==> src/rtl/icache_refill.sv <==
// icache_refill: I-cache miss refill engine (line burst or single-word SUC).
// Define ICACHE_REFILL_CRIT_FIRST_EN for critical-word-first wrapping bursts.
module icache_refill #(
  parameter int offset_width = 2
) (
  input  logic                          clk,
  input  logic                          rstn,
  input  logic                          miss_valid,
  input  logic [31:0]                   miss_paddr,
  input  logic                          miss_SUC,
  output logic                          miss_ready,
  output logic                          mem_rd_req,
  output logic                          mem_rd_type,
  output logic [31:0]                   mem_rd_addr,
  input  logic                          mem_rd_ready,
  input  logic                          mem_ret_valid,
  input  logic                          mem_ret_last,
  input  logic [31:0]                   mem_ret_data,
  output logic                          refill_valid,
  output logic [31:0]                   refill_addr,
  output logic [32*(1<<offset_width)-1:0] refill_data,
  output logic                          refill_SUC,
  input  logic                          refill_ack,
  input  logic                          flush
);

  localparam int N  = 1 << offset_width;
  localparam int LW = 32 * N;

  typedef enum logic [1:0] {IDLE, REQ, RECV, DONE} state_e;

  state_e                  state_q, state_d;
  logic                    cancel_q, cancel_d;
  logic [offset_width-1:0] cnt_q, cnt_d;
  logic [offset_width-1:0] start_q, start_d;
  logic [31:0]             paddr_q, paddr_d;
  logic                    suc_q, suc_d;
  logic [LW-1:0]           data_q, data_d;
  logic                    req_q, req_d;
  logic                    type_q, type_d;
  logic [31:0]             raddr_q, raddr_d;
  logic                    valid_q, valid_d;

  logic [offset_width-1:0] miss_word;
  logic [offset_width-1:0] slot;
  logic [31:0]             word_addr;
  logic [31:0]             line_addr;
  logic [31:0]             line_start;
  logic [offset_width-1:0] line_first;

  assign miss_word = miss_paddr[offset_width+1:2];
  assign word_addr = {miss_paddr[31:2], 2'b00};
  assign line_addr = {miss_paddr[31:offset_width+2],
                      {(offset_width+2){1'b0}}};
  assign slot      = start_q + cnt_q;

`ifdef ICACHE_REFILL_CRIT_FIRST_EN
  assign line_start = word_addr;
  assign line_first = miss_word;
`else
  assign line_start = line_addr;
  assign line_first = '0;
`endif

  assign miss_ready   = (state_q == IDLE);
  assign mem_rd_req   = req_q;
  assign mem_rd_type  = type_q;
  assign mem_rd_addr  = raddr_q;
  assign refill_valid = valid_q;
  assign refill_addr  = paddr_q;
  assign refill_data  = data_q;
  assign refill_SUC   = suc_q;

  // next-state and registered-output computation
  always_comb begin
    state_d  = state_q;
    cancel_d = cancel_q;
    cnt_d    = cnt_q;
    start_d  = start_q;
    paddr_d  = paddr_q;
    suc_d    = suc_q;
    data_d   = data_q;
    req_d    = req_q;
    type_d   = type_q;
    raddr_d  = raddr_q;
    valid_d  = valid_q;
    unique case (state_q)
      IDLE: begin
        if (miss_valid) begin
          paddr_d  = miss_paddr;
          suc_d    = miss_SUC;
          cnt_d    = '0;
          cancel_d = 1'b0;
          req_d    = 1'b1;
          type_d   = ~miss_SUC;
          raddr_d  = miss_SUC ? word_addr : line_start;
          start_d  = miss_SUC ? miss_word : line_first;
          state_d  = REQ;
        end
      end
      REQ: begin
        if (flush) cancel_d = 1'b1;
        if (mem_rd_ready) begin
          req_d   = 1'b0;
          state_d = RECV;
        end
      end
      RECV: begin
        if (flush) cancel_d = 1'b1;
        if (mem_ret_valid) begin
          for (int i = 0; i < N; i++) begin
            if (slot == i[offset_width-1:0])
              data_d[32*i +: 32] = mem_ret_data;
          end
          cnt_d = cnt_q + 1'b1;
          if (mem_ret_last) begin
            if (cancel_q || flush) begin
              cancel_d = 1'b0;
              state_d  = IDLE;
            end else begin
              valid_d = 1'b1;
              state_d = DONE;
            end
          end
        end
      end
      DONE: begin
        if (flush || refill_ack) begin
          valid_d = 1'b0;
          state_d = IDLE;
        end
      end
      default: state_d = IDLE;
    endcase
  end

  // state and output registers, asynchronously cleared
  always_ff @(posedge clk or negedge rstn) begin
    if (!rstn) begin
      state_q  <= IDLE;
      cancel_q <= 1'b0;
      cnt_q    <= '0;
      start_q  <= '0;
      paddr_q  <= '0;
      suc_q    <= 1'b0;
      data_q   <= '0;
      req_q    <= 1'b0;
      type_q   <= 1'b0;
      raddr_q  <= '0;
      valid_q  <= 1'b0;
    end else begin
      state_q  <= state_d;
      cancel_q <= cancel_d;
      cnt_q    <= cnt_d;
      start_q  <= start_d;
      paddr_q  <= paddr_d;
      suc_q    <= suc_d;
      data_q   <= data_d;
      req_q    <= req_d;
      type_q   <= type_d;
      raddr_q  <= raddr_d;
      valid_q  <= valid_d;
    end
  end

endmodule

==> config.mk <==
export PLATFORM = sky130hd
export DESIGN_NAME = icache_refill
export DESIGN_NICKNAME = d
export VERILOG_FILES = /design/src/rtl/icache_refill.sv
export SDC_FILE = /design/constraint.sdc
export NUM_CORES = 1
export LEC_CHECK = 0
export CORE_MARGIN = 4
export CORE_UTILIZATION = 47
export DETAILED_ROUTE_END_ITERATION = 6
export GPL_ROUTABILITY_DRIVEN = 0
export HOLD_SLACK_MARGIN = 0.06
export PLACE_DENSITY = 0.85
export SLEW_MARGIN = 20
export SYNTH_ARGS = -nofsm -noshare
export SYNTH_HDL_FRONTEND = slang
export SYNTH_SLANG_ARGS = --single-unit
==> constraint.sdc <==
create_clock -name clk -period 2.9 [get_ports clk]
set_input_delay 0.87 -clock clk [delete_from_list [all_inputs] [get_ports clk]]
set_output_delay 0.87 -clock clk [all_outputs]
set_load 0.01 [all_outputs]
== After elaboration in Yosys (flattened, before gate mapping) ==
Index checks and enable logic that the tools add are counted.
Storage, ports and cells
  memories: 0
  memory bits (writable): 0
  input port bits: 73
  flip-flop bits (word level): 203
  logic and storage cells: 73
  bits in read-only memories: 0
  output and inout port bits: 197
  latch bits: 0
Cells by class
  multiply operators: 0
  shift-type cells: 0
  divide/modulo/power cells: 0
  add/subtract/negate cells: 2
  multiplexer cells: 26
  order comparisons: 0
  equality and inequality tests: 12
  bitwise gates (word level): 1
  reductions and logical operators: 18
Operator list (count)
  $mux W2: 9
  $reduce_and A3 Y1: 6
  $ne A2 B2 Y1 const B: 6
  $mux W1: 11
  $reduce_and A5 Y1: 2
  $eq A2 B2 Y1 const B: 4
  $pmux W2 S4: 1
  $reduce_bool A2 Y1: 3
  $eq A2 B1 Y1 const B: 2
  $logic_not A2 Y1: 2
  $mux W4: 1
  $pmux W1 S2: 2
  $pmux W2 S2: 1
  $reduce_and A2 Y1: 2
  $pmux W1 S3: 1
  $reduce_bool A3 Y1: 1
  $add A2 B1 Y2 const B: 1
  $add A2 B2 Y2: 1
  $logic_or A1 B1 Y1: 2
  $not A1 Y1: 1

== Depth between registers and ports, before layout ==
  word-level depth: 5
  mapped depth: 7
  gate-level depth less buffers: 6

== Worst setup path before layout ==
No wires, ideal clock.
  path kind: input-to-reg
  start point: in mem_ret_valid
  end point: reg data_q[66] (netlist: refill_data[66])
  stages on the path: 5
  library setup time: 0.125 ns
  required time: 2.775 ns
  path buffers: 2
  setup slack: 0.776 ns
  arrival: 2.000 ns
  cells stage by stage: clkbuf_1 -> nand2_1 -> nor3_4 -> buf_6 -> mux2_2
On the way
  word-level cells in the longest chain between the ends: 1
Ends and longest elaborated chain
  start, declared: RTL line 16  | input logic mem_ret_valid,
  $reduce_and A3 Y1 (no line)
  end signal, assigned: RTL line 158  | data_q <= data_d;
  end, declared: RTL line 38  | logic [LW-1:0] data_q, data_d;
No other way between the ends.
A chain may end at the register's enable or synchronous reset.

== Worst setup path after layout ==
  start point: reg state_q[0]
  end point: out miss_ready
On the way
  word-level cells in the longest chain between the ends: 1
Ends and longest elaborated chain
  start, declared: RTL line 32  | state_e state_q, state_d;
  start signal, assigned: RTL line 152  | state_q <= state_d;
  $logic_not A2 Y1: RTL line 65  | assign miss_ready = (state_q == IDLE);
  end, declared: RTL line 11  | output logic miss_ready,
No other way between the ends.

==> results_dict.tcl <==
set metrics [dict create \
    cts_tree "built" \
    fin_nets 779 \
    tightest_slew_ns 0.5875 \
    layoutNonFillerInstCount 895 \
    rows 44 \
    min_period_ns 2.753 \
    relSlewSlack 0.6084 \
    cts_buffer_depth 2 \
    htreeDepth 4 \
    status "completed" \
    hp-class "in -> async" \
    rsz0062_at_grt "no" \
    fill_cells 960 \
    drtPass1Iterations 4 \
    cts_inserted_buffers 17 \
    synth.distinct_cells 32 \
    routedWlPerCell_um 19.75 \
    wl_um 17670 \
    p_leak_uw 0.004473 \
    grt_usage 0.2151 \
    postCtsSetupRepairBufs 0 \
    cp_max_fo 5 \
    syn_inst 446 \
    reg2reg_from "start_q[0]" \
    grt_first_pass_wirelength_um 27430 \
    cts-hold-fix-buffers 0 \
    peakVddDrop_v 0.0007218 \
    fin_ws_ns 0.1473 \
    fmax_ghz 0.3633 \
    ys_warn_count 0 \
    crit_path_start "state_q[0]" \
    slowest_delay_ns 0.58 \
    antenna_found_initial 0 \
    drt_first_iter_violations 165 \
    critPathRequiredTime_ns 2.03 \
    setup_viol 0 \
    drv_slew 0 \
    path_cells "inv_1 -> ha_1 -> clkdlybuf4s50_1" \
    r2r_cells 6 \
    worstSetupEndpointType "primary output" \
    cp_slowest_cell "clkdlybuf4s50_1" \
    power.total_uw 11790 \
    ant_nets 0 \
    clock_sinks 171 \
    drv_cap 0 \
    rrSetupSlack_ns 0.84 \
    crit_arrival_ns 1.88 \
    die_y_um 129.2 \
    place_inst 863 \
    fp.dieArea_um2 16700 \
    synth-seq-area-share 0.6196 \
    synthesis.area_um2 6907 \
    overflow 0 \
    area_delta_synth_final_pct 48.84 \
    vias 4574 \
    cts_root_buf "clkbuf_16" \
    drcViolationCount 0 \
    ys_ff_latch 171 \
    cts.clk_slew.worst_paths_ns 0.06 \
    coreArea_um2 14480 \
    io_buffers 267 \
    io-pin-count 270 \
    dieWidth_um 129.2 \
    hold_viol_final 0 \
    grt_max_degree 77 \
    period_share 0.9492 \
    post-route-util 0.7100 \
    dp_slack_ns 0.2468 \
    drive_above_1_share 0.2729 \
    fin_tns_setup_ns 0 \
    antennaDiodeCount 0 \
    hpwl_um 13160 \
    power_density_nw_per_um2 1147 \
    critPathLaunchType "flop" \
    avgSynthCellArea_um2 15.49 \
    clk_latency_ns 0.42 \
    worstSetupPathType "reg -> out" \
    cts_resized 0 \
    clock_skew_ns 0.007937 \
    first_global_vias 5014 \
    viasPerCell 5.111 \
    start_util 0.4770 \
]
## routing by layer
metal	up-vias	global-route usage	wire, um
li1	2033	-	-
met1	2318	0.2562	6776
met2	195	0.3671	9088
met3	28	0.07049	1420
met4	0	0.07659	388
met5	-	0	0
## synthesized netlist by cell type
cell type / number / area share
dfrtp_1: 171 / 0.62
mux2_2: 143 / 0.23
buf_4: 33 / 0.036
mux2_1: 18 / 0.029
nand2_1: 13 / 0.0071
ha_1: 8 / 0.014
inv_1: 7 / 0.0038
o21ai_0: 7 / 0.0051
a21oi_1: 6 / 0.0043
buf_6: 6 / 0.0098
clkbuf_1: 5 / 0.0027
buf_2: 3 / 0.0022
a22o_1: 2 / 0.0025
mux2i_1: 2 / 0.0029
nor2_1: 2 / 0.0011
nor2_2: 2 / 0.0018
nor3_4: 2 / 0.0047
xnor2_2: 2 / 0.0047
a31o_2: 1 / 0.0013
a41oi_1: 1 / 0.0013
conb_1: 1 / 0.00054
nand3_1: 1 / 0.00072
nor2b_1: 1 / 0.00091
nor3_1: 1 / 0.00072
o21bai_1: 1 / 0.0011
o221a_2: 1 / 0.0016
o22ai_1: 1 / 0.00091
o31ai_1: 1 / 0.0011
o41ai_1: 1 / 0.0013
or3_1: 1 / 0.00091
or3b_2: 1 / 0.0013
xor2_1: 1 / 0.0013
## cell families after synthesis
group | count (synthesis) | share of synthesized area
AND/OR/NAND/NOR | 24 | 0.01920
multiplexers | 163 | 0.2654
adder cells (fa/ha/maj) | 8 | 0.01449
flip-flops | 171 | 0.6196
buffers and inverters | 54 | 0.05435
XOR/XNOR | 3 | 0.005978
AO/OA/AOI/OAI | 22 | 0.02047
other | 1 | 0.0005430
## cell usage in the layout, fill, tap and decap left out, types with 3 or more instances in the layout
cell type,instances
o21ai_0,7
mux2_2,143
clkdlybuf4s50_1,266
buf_12,10
dfrtp_1,171
clkinv_2,3
mux2_1,18
a21oi_1,6
clkbuf_16,17
clkbuf_1,3
ha_1,8
clkbuf_8,3
inv_1,7
nand2_1,13
## worst max-delay path: cells and delay by family, from the launching register on
| family | cells | cell delay [ns] |
|---|---|---|
| flip-flops | 1 | 0.43 |
| adder cells (fa/ha/maj) | 1 | 0.29 |
| buffers and inverters | 2 | 0.75 |
## metrics by stage
stage | area [um2] | hold WS [ns]
after CTS | 10280 | 0.2118
after global routing | 10280 | 0.2127
final | 10280 | 0.2327
after detailed placement | 9691 | 0.4740
after floorplan | 6910 | 0.5115
after global placement | 9691 | 0.4661
## power breakdown
part           switching (uW)  internal, uW  total, uW
combinational            2060          3280       5340
clock                     905          1340       2250
sequential                716          3490       4210
## worst paths after layout
path / end
setup / recovery: miss_ready
hold reg to reg: refill_data[104]
setup reg to reg: refill_data[88]
hold / removal: refill_data[48]
min in group clk: refill_data[104]
max in group asynchronous: refill_addr[19]
## area by class of cell
type	instances	area, um2	area share
inverters	7	26.28	0.002556
clock buffers	23	478.0	0.04649
repair buffers	279	2889	0.2810
flip-flops and latches	171	4279	0.4163
well taps	184	230.2	0.02240
clock inverters	9	111.4	0.01083
multi-input cells	222	2266	0.2204
## sequential cells by signal, summed over array words and instances (netlist names)
| name | flops |
|---|---|
| refill_data | 128 |
| refill_valid | 1 |
| refill_addr | 31 |
| start_q | 1 |
| cancel_q | 1 |
| state_q | 2 |
| cnt_q | 2 |
| mem_rd_type | 1 |
| mem_rd_addr | 2 |
| mem_rd_req | 1 |
| refill_SUC | 1 |
Note: power is estimated with default switching activity, not from simulation.
